[src/rtl/decode_pkg.sv]
// Shared decode-stage definitions: format bit positions, functional unit IDs,
// register access encodings, common widths and a one-hot check helper.
package decode_pkg;

    // Widths shared by the format decoders
    localparam int ADDRESS_WIDTH      = 64;
    localparam int INSTRUCTION_WIDTH  = 32;
    localparam int PID_SIZE           = 20;
    localparam int TID_SIZE           = 16;
    localparam int INST_COUNTER_WIDTH = 64;
    localparam int OPCODE_SIZE        = 6;
    localparam int FORMAT_COUNT       = 26;
    localparam int REG_ADDR_WIDTH     = 5;

    // Bit positions inside the one-hot format vector (index 0 is the leftmost bit)
    localparam int A_FORMAT   = 0;
    localparam int B_FORMAT   = 1;
    localparam int D_FORMAT   = 2;
    localparam int DQ_FORMAT  = 3;
    localparam int DS_FORMAT  = 4;
    localparam int DX_FORMAT  = 5;
    localparam int I_FORMAT   = 6;
    localparam int M_FORMAT   = 7;
    localparam int MD_FORMAT  = 8;
    localparam int MDS_FORMAT = 9;
    localparam int SC_FORMAT  = 10;
    localparam int VA_FORMAT  = 11;
    localparam int VC_FORMAT  = 12;
    localparam int VX_FORMAT  = 13;
    localparam int X_FORMAT   = 14;
    localparam int XFL_FORMAT = 15;
    localparam int XFX_FORMAT = 16;
    localparam int XL_FORMAT  = 17;
    localparam int XO_FORMAT  = 18;
    localparam int XS_FORMAT  = 19;
    localparam int XX2_FORMAT = 20;
    localparam int XX3_FORMAT = 21;
    localparam int XX4_FORMAT = 22;
    localparam int Z22_FORMAT = 23;
    localparam int Z23_FORMAT = 24;
    localparam int XX1_FORMAT = 25;

    // Functional unit that executes a decoded instruction
    typedef enum logic [2:0] {
        FXUnitId      = 3'd0,
        FPUnitId      = 3'd1,
        VectorUnitId  = 3'd2,
        LdStUnitId    = 3'd3,
        CRUnitId      = 3'd4,
        BranchUnitID  = 3'd5
    } unit_id_e;

    // How a decoded operand touches its register
    typedef enum logic [1:0] {
        REG_NONE       = 2'b00,
        REG_READ       = 2'b01,
        REG_WRITE      = 2'b10,
        REG_READ_WRITE = 2'b11
    } reg_access_e;

    // True when exactly one bit of the (zero-extended) vector is set
    function automatic logic is_one_hot(input logic [63:0] v);
        return (v != 64'd0) && ((v & (v - 64'd1)) == 64'd0);
    endfunction

endpackage

[src/rtl/decode_skid_fifo.sv]
// Small synchronous FIFO buffering fetched instructions ahead of issue.
// The head entry is presented combinationally on data_o while not empty.
module decode_skid_fifo #(
    parameter int WIDTH = 8,
    parameter int DEPTH = 2
) (
    input  logic             clock_i,
    input  logic             reset_i,
    input  logic             push_i,
    input  logic             pop_i,
    input  logic [WIDTH-1:0] data_i,
    output logic [WIDTH-1:0] data_o,
    output logic             full_o,
    output logic             empty_o
);

    localparam int PTR_W = (DEPTH > 1) ? $clog2(DEPTH) : 1;
    localparam int CNT_W = $clog2(DEPTH + 1);

    logic [WIDTH-1:0] mem_q [DEPTH];
    logic [PTR_W-1:0] wr_ptr_q;
    logic [PTR_W-1:0] rd_ptr_q;
    logic [CNT_W-1:0] count_q;
    logic [CNT_W-1:0] count_d;
    logic             push_ok;
    logic             pop_ok;

    assign full_o  = (count_q == CNT_W'(DEPTH));
    assign empty_o = (count_q == {CNT_W{1'b0}});
    assign push_ok = push_i && !full_o;
    assign pop_ok  = pop_i && !empty_o;
    assign data_o  = mem_q[rd_ptr_q];

    // Occupancy update: a simultaneous push and pop leaves the count unchanged
    always_comb begin
        count_d = count_q;
        case ({push_ok, pop_ok})
            2'b10:   count_d = count_q + CNT_W'(1);
            2'b01:   count_d = count_q - CNT_W'(1);
            default: count_d = count_q;
        endcase
    end

    // Pointer and count registers; depth is a power of two so pointers wrap naturally
    always_ff @(posedge clock_i) begin
        if (reset_i) begin
            wr_ptr_q <= {PTR_W{1'b0}};
            rd_ptr_q <= {PTR_W{1'b0}};
            count_q  <= {CNT_W{1'b0}};
        end else begin
            if (push_ok) begin
                wr_ptr_q <= wr_ptr_q + PTR_W'(1);
            end
            if (pop_ok) begin
                rd_ptr_q <= rd_ptr_q + PTR_W'(1);
            end
            count_q <= count_d;
        end
    end

    // Entry storage; contents need no reset because the count gates visibility
    always_ff @(posedge clock_i) begin
        if (push_ok) begin
            mem_q[wr_ptr_q] <= data_i;
        end
    end

endmodule

[src/rtl/decode_format_dispatcher.sv]
// Decode front-end: buffers fetched instructions, tags each with a major ID
// in push order and issues one per cycle to the decoder named by its one-hot
// format. Malformed format vectors are flagged instead of issued.
module decode_format_dispatcher
    import decode_pkg::*;
#(
    parameter int addressWidth            = 64,
    parameter int instructionWidth        = 32,
    parameter int PidSize                 = 20,
    parameter int TidSize                 = 16,
    parameter int instructionCounterWidth = 64,
    parameter int opcodeSize              = 6,
    parameter int formatCount             = 26,
    parameter int fifoDepth               = 2
) (
    input  logic                               clock_i,
    input  logic                               reset_i,
    input  logic                               enable_i,
    input  logic [instructionWidth-1:0]        instruction_i,
    input  logic [addressWidth-1:0]            instructionAddress_i,
    input  logic [0:formatCount-1]             instFormat_i,
    input  logic                               is64Bit_i,
    input  logic [PidSize-1:0]                 instructionPid_i,
    input  logic [TidSize-1:0]                 instructionTid_i,
    input  logic                               stall_i,
    output logic                               stall_o,
    output logic [0:formatCount-1]             decoderEnable_o,
    output logic [0:formatCount-1]             instFormat_o,
    output logic [opcodeSize-1:0]              instructionOpcode_o,
    output logic [instructionWidth-1:0]        instruction_o,
    output logic [addressWidth-1:0]            instructionAddress_o,
    output logic                               is64Bit_o,
    output logic [PidSize-1:0]                 instPid_o,
    output logic [TidSize-1:0]                 instTid_o,
    output logic [instructionCounterWidth-1:0] instMajId_o,
    output logic                               invalidFormat_o
);

    localparam int ENTRY_W = instructionWidth + addressWidth + formatCount + 1 + PidSize + TidSize;
    localparam logic [instructionCounterWidth-1:0] MAJ_ONE = {{(instructionCounterWidth-1){1'b0}}, 1'b1};

    logic [ENTRY_W-1:0]          fifo_din_s;
    logic [ENTRY_W-1:0]          fifo_dout_s;
    logic                        fifo_full_s;
    logic                        fifo_empty_s;
    logic                        fifo_push_s;
    logic                        fifo_pop_s;

    logic [instructionWidth-1:0] head_instr_s;
    logic [addressWidth-1:0]     head_addr_s;
    logic [0:formatCount-1]      head_fmt_s;
    logic                        head_is64_s;
    logic [PidSize-1:0]          head_pid_s;
    logic [TidSize-1:0]          head_tid_s;
    logic                        head_fmt_ok_s;

    logic [0:formatCount-1]               decoderEnable_q, decoderEnable_d;
    logic [0:formatCount-1]               instFormat_q,    instFormat_d;
    logic [instructionWidth-1:0]          instruction_q,   instruction_d;
    logic [addressWidth-1:0]              address_q,       address_d;
    logic                                 is64Bit_q,       is64Bit_d;
    logic [PidSize-1:0]                   pid_q,           pid_d;
    logic [TidSize-1:0]                   tid_q,           tid_d;
    logic [instructionCounterWidth-1:0]   majId_q,         majId_d;
    logic                                 invalidFormat_q, invalidFormat_d;
    logic [instructionCounterWidth-1:0]   majIdCounter_q,  majIdCounter_d;

    // Fetch is ignored while the buffer is full; issue only when downstream accepts
    assign fifo_push_s = enable_i && !fifo_full_s;
    assign fifo_pop_s  = !stall_i && !fifo_empty_s;
    assign fifo_din_s  = {instruction_i, instructionAddress_i, instFormat_i,
                          is64Bit_i, instructionPid_i, instructionTid_i};
    assign {head_instr_s, head_addr_s, head_fmt_s,
            head_is64_s, head_pid_s, head_tid_s} = fifo_dout_s;

    // Format vector widths up to 64 are supported by the one-hot helper
    assign head_fmt_ok_s = is_one_hot(64'(head_fmt_s));

    decode_skid_fifo #(
        .WIDTH (ENTRY_W),
        .DEPTH (fifoDepth)
    ) u_fifo (
        .clock_i (clock_i),
        .reset_i (reset_i),
        .push_i  (fifo_push_s),
        .pop_i   (fifo_pop_s),
        .data_i  (fifo_din_s),
        .data_o  (fifo_dout_s),
        .full_o  (fifo_full_s),
        .empty_o (fifo_empty_s)
    );

    // Issue decision: load the head on a pop, clear enables when idle, hold under stall
    always_comb begin
        decoderEnable_d = decoderEnable_q;
        instFormat_d    = instFormat_q;
        instruction_d   = instruction_q;
        address_d       = address_q;
        is64Bit_d       = is64Bit_q;
        pid_d           = pid_q;
        tid_d           = tid_q;
        majId_d         = majId_q;
        invalidFormat_d = invalidFormat_q;
        majIdCounter_d  = majIdCounter_q;
        if (!stall_i) begin
            if (!fifo_empty_s) begin
                // Malformed formats still take an ID so exception order is preserved
                decoderEnable_d = head_fmt_ok_s ? head_fmt_s : {formatCount{1'b0}};
                invalidFormat_d = !head_fmt_ok_s;
                instFormat_d    = head_fmt_s;
                instruction_d   = head_instr_s;
                address_d       = head_addr_s;
                is64Bit_d       = head_is64_s;
                pid_d           = head_pid_s;
                tid_d           = head_tid_s;
                majId_d         = majIdCounter_q;
                majIdCounter_d  = majIdCounter_q + MAJ_ONE;
            end else begin
                decoderEnable_d = {formatCount{1'b0}};
                invalidFormat_d = 1'b0;
            end
        end else begin
            decoderEnable_d = decoderEnable_q;
            invalidFormat_d = invalidFormat_q;
        end
    end

    // Output and ID counter registers; reset clears everything including the counter
    always_ff @(posedge clock_i) begin
        if (reset_i) begin
            decoderEnable_q <= {formatCount{1'b0}};
            instFormat_q    <= {formatCount{1'b0}};
            instruction_q   <= {instructionWidth{1'b0}};
            address_q       <= {addressWidth{1'b0}};
            is64Bit_q       <= 1'b0;
            pid_q           <= {PidSize{1'b0}};
            tid_q           <= {TidSize{1'b0}};
            majId_q         <= {instructionCounterWidth{1'b0}};
            invalidFormat_q <= 1'b0;
            majIdCounter_q  <= {instructionCounterWidth{1'b0}};
        end else begin
            decoderEnable_q <= decoderEnable_d;
            instFormat_q    <= instFormat_d;
            instruction_q   <= instruction_d;
            address_q       <= address_d;
            is64Bit_q       <= is64Bit_d;
            pid_q           <= pid_d;
            tid_q           <= tid_d;
            majId_q         <= majId_d;
            invalidFormat_q <= invalidFormat_d;
            majIdCounter_q  <= majIdCounter_d;
        end
    end

    // POWER numbers instruction bits from the MSB, so bits 0..5 are the top six
    assign instructionOpcode_o  = instruction_q[instructionWidth-1 -: opcodeSize];
    assign stall_o              = fifo_full_s;
    assign decoderEnable_o      = decoderEnable_q;
    assign instFormat_o         = instFormat_q;
    assign instruction_o        = instruction_q;
    assign instructionAddress_o = address_q;
    assign is64Bit_o            = is64Bit_q;
    assign instPid_o            = pid_q;
    assign instTid_o            = tid_q;
    assign instMajId_o          = majId_q;
    assign invalidFormat_o      = invalidFormat_q;

endmodule

[config.mk]
export PLATFORM = sky130hd
export DESIGN_NAME = decode_format_dispatcher
export DESIGN_NICKNAME = d
export VERILOG_FILES = /design/src/rtl/decode_pkg.sv /design/src/rtl/decode_skid_fifo.sv /design/src/rtl/decode_format_dispatcher.sv
export SDC_FILE = /design/constraint.sdc
export NUM_CORES = 1
export LEC_CHECK = 0
export CORE_ASPECT_RATIO = 1.5
export CORE_MARGIN = 10
export CORE_UTILIZATION = 52
export CTS_CLUSTER_DIAMETER = 100
export DETAILED_ROUTE_END_ITERATION = 6
export PLACE_DENSITY = 0.79
export REMOVE_ABC_BUFFERS = 1
export SLEW_MARGIN = 20
export SYNTH_ARGS = -nofsm -noshare
export SYNTH_HDL_FRONTEND = slang
export SYNTH_SLANG_ARGS = --single-unit
[constraint.sdc]
create_clock -name clock_i -period 10.85 [get_ports clock_i]
set_clock_uncertainty 0.1 [all_clocks]
set_input_delay 1.6275 -clock clock_i [delete_from_list [all_inputs] [get_ports clock_i]]
set_output_delay 1.6275 -clock clock_i [all_outputs]
set_load 0.05 [all_outputs]
Yosys cells after proc, flatten, opt, wreduce, memory -nomap -nowiden
Memory sizes are Yosys's and may differ from the RTL's. A register that Yosys moved wholly into a read port is not among the register bits.
Cells that the tools add are included.
Widths: inputs -> output; s select.
{ "totals": {"elab_cells": 48, "inputBits": 163, "ram_bits": 318, "regBits": 318, "output_inout_bits": 257, "n_memories": 1} }
{ "memory_table": {"columns": ["name", "depth", "width", "read_ports", "rd_clocked_by_memory_dff", "wr", "line", "source"], "rows": [
  ["u_fifo.mem_q", 2, 159, 1, 1, 1, "decode_skid_fifo.sv:20", "logic [WIDTH-1:0] mem_q [DEPTH];"]
]} }
{ "op_classes": {"bitwise": 3, "n_eq_ne": 3, "mux": 8, "n_reduce_logical": 14, "addsub": 6} }
{ "op_table": {"columns": ["cell", "count"], "rows": [
  ["$add 64x1->64 const B", 1],
  ["$and 26x64->64", 1],
  ["$logic_not 64->1", 1],
  ["$mux 26", 2],
  ["$sub 26x1->27 const B", 1],
  ["$reduce_bool 26->1", 1],
  ["$logic_and 1x1->1", 5],
  ["$mux 1", 5],
  ["$eq 2x2->1 const B", 2],
  ["$logic_not 1->1", 4],
  ["$pmux 2 s2", 1],
  ["$add 1x1->1 const B", 2],
  ["$add 2x1->2 const B", 1],
  ["$eq 2x1->1 const B", 1],
  ["$logic_not 2->1", 1],
  ["$not 1->1", 2],
  ["$reduce_and 2->1", 1],
  ["$reduce_bool 2->1", 1],
  ["$sub 2x1->2 const B", 1]
]} }

Longest topological paths before layout
Gate-level depths: netlist of run 1.
{ "depth": {"word_depth": 6, "depth_mapped": 12, "depth_no_buf": 8} }

By module
Synthesis of run 1 repeated with hierarchy kept, for this count alone.
{ "unflattened": {"cells_unflattened": 2008, "hier_area_um2": 23538.8} }
{ "by_module_without_submodules": {"columns": ["module", "cells_per_inst", "seq_area_each_um2", "area_per_inst_um2", "instances"], "rows": [
  ["decode_format_dispatcher", 1487, 6286.0, 11853.9, 1],
  ["decode_skid_fifo", 521, 9649.3, 11685.0, 1]
]} }

Worst setup path before layout of run 1
Ideal clock, no wire load.
{ "synth_path": {"path_type": "input port to flip-flop", "startpoint": "input enable_i", "endpoint": "memory u_fifo.mem_q[0][0] in the netlist's numbering, enable pin", "setup_time_ps": 680, "cell_stages": 2, "path_buffers": 0, "t_required_ps": 10070, "setup_slack_ps": 1753, "arrival_time_ps": 8317, "path_cell_list": "nand2_1 > nor2_1"} }
{ "synth_between": {"elab_chain_len": 4} }
{ "synth_rtl": {"columns": ["element", "line", "source"], "rows": [
  ["from (decl)", "decode_format_dispatcher.sv:18", "input logic enable_i,"],
  ["$logic_and 1x1->1", "decode_format_dispatcher.sv:69", "assign fifo_push_s = enable_i && !fifo_full_s;"],
  ["$logic_and 1x1->1", "decode_skid_fifo.sv:30", "assign push_ok = push_i && !full_o;"],
  ["$mux 1", "decode_skid_fifo.sv:63", "if (push_ok) begin"],
  ["$mux 1 (implied by the code)", "decode_skid_fifo.sv:64", "mem_q[wr_ptr_q] <= data_i;"],
  ["to (decl)", "decode_skid_fifo.sv:20", null]
]} }
Every way passes these cells.

==> metrics.md, run 1 <==
| Metric | Value |
|---|---|
| Pins over their slew limit | `0` |
| Antenna Nets Post-Route | `0` |
| Core area | `between 40000 and 50000 um2` |
| Area grow syn2layout | `27.6%` |
| Grt total ovfl | `0` |
| Die H | `between 200 and 300 um` |
| Rows | `95` |
| Leakage | `between 9 and 10 nW` |
| Critical path endpoint category | `register` |
| # hold bufs at CTS | `0` |
| Initial antenna violation count | `18` |
| Worst r2r path cells | `7` |
| Synth area leaders | `edfxtp_1, dfxtp_1, mux2i_1, a211oi_1, nor2_1` |
| Max clock buf depth | `3` |
| Critical R2R Capture | `decoderEnable_o[24]$_SDFFE_PP0N_` |
| Number of flops mapped to enable cells by yosys | `318` |
| Drt pass-1 iters | `7` |
| CP Cell Sequence | `buf_12 -> mux2i_1 -> nor4b_2 -> a31oi_1 -> nor4_1 -> nand3_2 -> o21ai_0` |
| Vias | `approximately 16000` |
| Routability cong. | `0.824` |
| Worst slew pin tran | `approximately 1100 ps` |
| CTS Sinks | `around 640` |
| Post-CTS Setup Inserts | `0` |
| Gate Count Post-Synth | `approximately 1900` |
| Crit path kind | `reg -> reg` |
| Kind of cell adding the most delay to the critical path | `simple AND/OR/NAND/NOR gates` |
| Total wire length | `between 50000 and 60000 um` |
| Share of the synthesized area in the top cell type | `roughly two fifths` |
| Most frequent cell after synthesis | `dfxtp_1` |
| Tcrit/Tclk final | `a little under half` |
| CTS clock-pin slew for the worst setup and hold paths | `~70 ps` |
| CP max stage delay | `roughly 990 ps` |
| Synthesis-stage register bit count | `637` |
| Internal reg-to-reg setup slack | `between 5000 and 6000 ps` |
| H-tree level count | `2` |
| Die Width | `roughly 190 um` |
| DIE AREA | `around 54000 um2` |
| # setup viols final | `0` |
| Cell depth of the worst setup path | `7` |
| Power density over the cells | `255 nW/um2` |
| Unrepaired setup endpoints after global routing | `no` |
| Netlist Area Pre-Place | `between 20000 and 25000 um2` |
| Clk_lat worst skew | `590 ps` |
| Status | `finished clean` |
| Pin count of the biggest net entering global routing | `166` |
| Dominant synthesized flop cell | `dfxtp_1` |
| Maximum vdd drop | `166 uV` |
| Yosys cell types | `approximately 60` |
| Via/cell ratio | `between 5 and 6` |
| Gr usage total | `about a fifth` |
| DRC | `0` |
| Hold/Removal Path Class | `reg -> reg` |
| Max Freq | `slightly above 200 MHz` |
| Post_cts resized | `0` |
| Initial Util | `a little over half` |
| Async set-or-reset flop fraction in the synthesized netlist | `0%` |
| Setup_tns | `0 ps` |
| Vias in the first global route | `around 16000` |
| Synthesis Warnings | `0` |
| Crit Path Max Fanout | `roughly 150` |
| Worst setup endpoint | `decoderEnable_o[24]$_SDFFE_PP0N_` |
| Total of max-cap violations | `0` |
| Port bufs | `~420` |
| Rel. slew slack | `a little over a quarter` |
| Hold WS | `~350 ps` |
| Final net count | `2400` |
| DRT iter0 DRCs | `between 800 and 900` |
| Worst hold path depth | `2` |
| Post-synth top area cell | `edfxtp_1` |
| IO Pins | `420` |
| Syn Area/Cell | `12.5 um2` |
| Setup crit start kind | `register` |
| Critical Path AT | `between 5000 and 6000 ps` |
| Final core utilization | `about two thirds` |
| Total Power | `around 0.0076 W` |
| CTS Buf Count | `55` |
| Critical path buffers and inverters | `1` |
| Average routed wire per standard cell | `20.8 um` |
| DP HPWL | `~40000 um` |
| Seq/Total Area, Yosys | `about two thirds` |
| Post-synth top cells | `dfxtp_1, edfxtp_1, nor2_1` |
| Root Buffer | `clkbuf_16` |
| CTS tree | `built` |
| Global-route wire length before repair | `90600 um` |
| Final hold vios | `0` |
| Crit path time final | `approximately 5000 ps` |
| Worst endpoint required time | `approximately 11000 ps` |
| Share of cells above drive strength 1 | `6.71%` |
| Worst path slowest cell | `dfxtp_4` |
-- cell usage in the layout, fill, tap and decap left out, drive strengths merged, types with 3 or more instances in the layout --
cell and count:
o22ai 6, nor4b 3, o21ai 36, bufinv 7, or3 10, nor4 15
mux2i 159, and2 3, clkdlybuf4s50 418, xor2 35, dfxtp 319, a21oi 80
diode 8, nand4 19, buf 13, clkinv 16, and3 4, nor2b 6
nor2 247, edfxtp 318, clkbuf 69, nor3b 7, nand2 194, inv 15
a211oi 163, o21bai 3, or4 4, nor3 25, clkinvlp 6, and4 9
nand3 20, xnor2 28
-- registers in the layout, summed over array words and instances, names as in the netlist, named ones only --
register,cells
instMajId_o,64
instTid_o,16
u_fifo.wr_ptr_q,1
majIdCounter_q,64
invalidFormat_o,1
u_fifo.mem_q,318
decoderEnable_o,26
is64Bit_o,1
instPid_o,20
instFormat_o,26
instruction_o,32
instructionAddress_o,64
u_fifo.rd_ptr_q,1
u_fifo.count_q,2
-- kinds of logic after synthesis --
kind of cell / Yosys count / synth area share, %
DFF: 637 / 68.2
and+or+nand+nor: 572 / 11.1
AOI/OAI and AO/OA: 303 / 8.93
muxes: 160 / 6.85
buffers and inverters: 131 / 2.47
xor gates and xnor gates: 63 / 2.36
adders and majority gates: 2 / 0.107
-- per-layer routing --
| layer | wire length [um] | GRT usage, % | share of wire (%) | up-vias |
|---|---|---|---|---|
| met3 | 4290 | 6.26 | 7.2 | 142 |
| met2 | 31000 | 36.9 | 52 | 447 |
| met5 | 154 | 0 | 0.26 | - |
| met1 | 21800 | 23.5 | 36 | 7561 |
| met4 | 2420 | 9.71 | 4.1 | 22 |
| li1 | - | - | - | 7501 |
-- layout make-up --
cell class,instances,area [um2]
clock buffers,69,1490
flip-flops and latches,637,15900
fillers,3248,14900
multi-input cells,1100,6900
well taps,582,728
repair buffers,431,4340
inverters,10,45.0
clock inverters,34,385
diodes,8,20.0
-- through the flow --
stage	instances	setup slack, ps	area (um2)
after floorplan	1747	1750	22800
after detailed placement	2759	5260	27900
final	2871	5890	29800
after global placement	2759	5290	27900
after global routing	2870	5310	29800
after CTS	2862	5700	29800
-- tightest hold or removal path: stages, from the launching register on --
cell and delay (ps):
dfxtp_1 320, nand2_1 60, o21ai_2 40
-- worst min path at each step --
stage,slack [ps],end,start
after floorplan,330,instMajId_o[34]$_SDFFE_PP0P_,majIdCounter_q[34]$_SDFFE_PP0P_
after global placement,340,decoderEnable_o[24]$_SDFFE_PP0N_,decoderEnable_o[24]$_SDFFE_PP0N_
after detailed placement,340,decoderEnable_o[22]$_SDFFE_PP0N_,decoderEnable_o[22]$_SDFFE_PP0N_
after CTS,350,instMajId_o[42]$_SDFFE_PP0P_,instMajId_o[42]$_SDFFE_PP0P_
after global routing,370,instMajId_o[42]$_SDFFE_PP0P_,instMajId_o[42]$_SDFFE_PP0P_
final,350,decoderEnable_o[8]$_SDFFE_PP0N_,decoderEnable_o[8]$_SDFFE_PP0N_
-- power breakdown --
part           internal [W]  total (W)  switching [W]
registers           0.00297    0.00322       0.000251
logic              0.000777    0.00237        0.00159
clock network       0.00115    0.00202       0.000869
total               0.00490    0.00761        0.00271
Note: power is estimated with default switching activity, not from simulation.
==> run 2, diff against run 1 <==
==> constraint.sdc (replaced) <==
create_clock -name clock_i -period 4.7 [get_ports clock_i]
set_clock_uncertainty 0.1 [all_clocks]
set_input_delay 0.705 -clock clock_i [delete_from_list [all_inputs] [get_ports clock_i]]
set_output_delay 0.705 -clock clock_i [all_outputs]
set_load 0.05 [all_outputs]
==> metrics.md, run 2 (synthesis gave the netlist of run 1 again) <==
| Metric | Value |
|---|---|
| Status | `finished clean` |
| DRT iter0 DRCs | `between 900 and 1000` |
| Total placed cells including tap cells | `around 2800` |
| Initial Util | `between 50 and 60%` |
| Gr usage total | `about a fifth` |
| H-tree level count | `2` |
| # setup viols final | `0` |
| Antenna Nets Post-Route | `0` |
| Fin cells | `2885` |
| Tcrit/Tclk final | `around four fifths` |
| Via/cell ratio | `between 5 and 6` |
| Max Freq | `between 200 and 300 MHz` |
| Clk_lat worst skew | `between 500 and 600 ps` |
| Die H | `~280 um` |
| Critical Path AT | `just over 4000 ps` |
| Commonest non-fill, non-tap cell in the layout | `clkdlybuf4s50_1` |
| Global-route wire length before repair | `approximately 90000 um` |
| DP HPWL | `~40000 um` |
| Port bufs | `between 400 and 500` |
| Hold/Removal Path Class | `reg -> reg` |
| # hold bufs at CTS | `0` |
| Final net count | `roughly 2400` |
| Setup_tns | `0 ps` |
| Initial antenna violation count | `16` |
| Worst endpoint required time | `5110 ps` |
| Max clock buf depth | `3` |
| Routability cong. | `0.849` |
| Share of cells above drive strength 1 | `~7.1%` |
| Average routed wire per standard cell | `between 20 and 25 um` |
| Maximum vdd drop | `roughly 490 uV` |
| CTS tree | `built` |
| DIE AREA | `54000 um2` |
| Leakage | `9.77 nW` |
| Largest register by flop count | `u_fifo.mem_q` |
| IO Pins | `420` |
| Core area | `roughly 45000 um2` |
| Crit path kind | `reg -> reg` |
| Rel. slew slack | `8.95%` |
| Vias in the first global route | `~16000` |
| Final hold vios | `0` |
| Crit path time final | `about 3700 ps` |
| Crit Path Max Fanout | `between 40 and 50` |
| Area of the multi-input gates | `between 6000 and 7000 um2` |
| Setup crit start kind | `register` |
| Pin count of the biggest net entering global routing | `about 240` |
| Post_cts resized | `0` |
| Pins over their slew limit | `0` |
| Power density over the cells | `a little under 600 nW/um2` |
| Drt pass-1 iters | `5` |
| Most frequent cells in the layout | `clkdlybuf4s50_1, dfxtp_1, edfxtp_1` |
| Total wire length | `between 50000 and 60000 um` |
| CTS Sinks | `roughly 640` |
| Critical path endpoint category | `register` |
| Post-CTS Setup Inserts | `0` |
| Worst slew pin tran | `between 1000 and 1500 ps` |
| Total of max-cap violations | `0` |
| FF/Latch Area | `between 15000 and 20000 um2` |
| Root Buffer | `clkbuf_16` |
| Unrepaired setup endpoints after global routing | `no` |
| Grt total ovfl | `0` |
| Die Width | `approximately 190 um` |
| Vias | `~16000` |
| Area grow syn2layout | `28.1%` |
| CTS Buf Count | `57` |
| CTS clock-pin slew for the worst setup and hold paths | `roughly 60 ps` |
| Rows | `95` |
| Max reg flops | `between 300 and 400` |
| Fillers | `~3200` |
| DRC | `0` |
[run 2: cell types whose count changed in the layout (fill, tap and decap cells not counted), moves of 3 or more]
| cell | change |
|---|---|
| buf_4 | +9 |
| clkinv_1 | -3 |
| bufinv_16 | -5 |
| clkbuf_8 | +9 |
| clkbuf_1 | +6 |
| clkinvlp_4 | -4 |
[run 2: where the power goes]
| part | internal, W | switching, W | leakage [nW] |
|---|---|---|---|
| combinational | 0.00181 | 0.00374 | 3.27 |
| clock | 0.00260 | 0.00201 | 0.932 |
| sequential | 0.00686 | 0.000505 | 5.57 |
| total | 0.0113 | 0.00625 | 9.77 |
[run 2: through the flow]
stage	utilization [%]	cell area (um2)	hold slack [ps]	total power [W]	setup slack [ps]
5_1_grt	67.0	30000	371	0.0183	734
4_1_cts	66.9	29900	354	0.0177	994
6_report	67.0	30000	353	0.0175	1010
3_5_place_dp	62.7	28000	344	0.0130	812
3_3_place_gp	62.7	28000	337	0.0129	881
2_1_floorplan	-	22800	326	0.0115	-3960
[run 2: critical path, stage by stage (launching register included)]
cell	delay [ps]
dfxtp_4	650
buf_4	460
mux2i_1	560
o21ai_0	230
a22oi_1	230
nand4_1	200
a2111oi_4	350
nand3_2	320
buf_4	320
o21ai_0	190
[run 2: worst paths after layout]
path              slack [ps]  cells after the start                               end                         start
setup / recovery        1010                      9  decoderEnable_o[14]$_SDFFE_PP0N_                      register
hold / removal           350                      2      instMajId_o[17]$_SDFFE_PP0P_  instMajId_o[17]$_SDFFE_PP0P_
setup reg to reg        1010                      9  decoderEnable_o[14]$_SDFFE_PP0N_                      register
hold reg to reg          350                      2      instMajId_o[17]$_SDFFE_PP0P_  instMajId_o[17]$_SDFFE_PP0P_
[run 2: layout make-up]
cell class                      instances  share of cell area [%]
Tap cell                              582                    2.43
Clock inverter                         21                   0.714
Clock buffer                           86                    5.62
Timing Repair Buffer                  441                    14.8
Inverter                               10                   0.150
Antenna cell                            8                  0.0668
Multi-Input combinational cell       1100                    23.0
Sequential cell                       637                    53.2
[run 2: per-layer routing]
layer | vias to the layer above | routed length, um | global-route usage (%)
met3 | 152 | 4660 | 6.37
met1 | 7499 | 21300 | 23.3
met4 | 14 | 2770 | 10.8
met5 | - | 92 | 0
met2 | 477 | 31100 | 36.8
li1 | 7516 | - | -
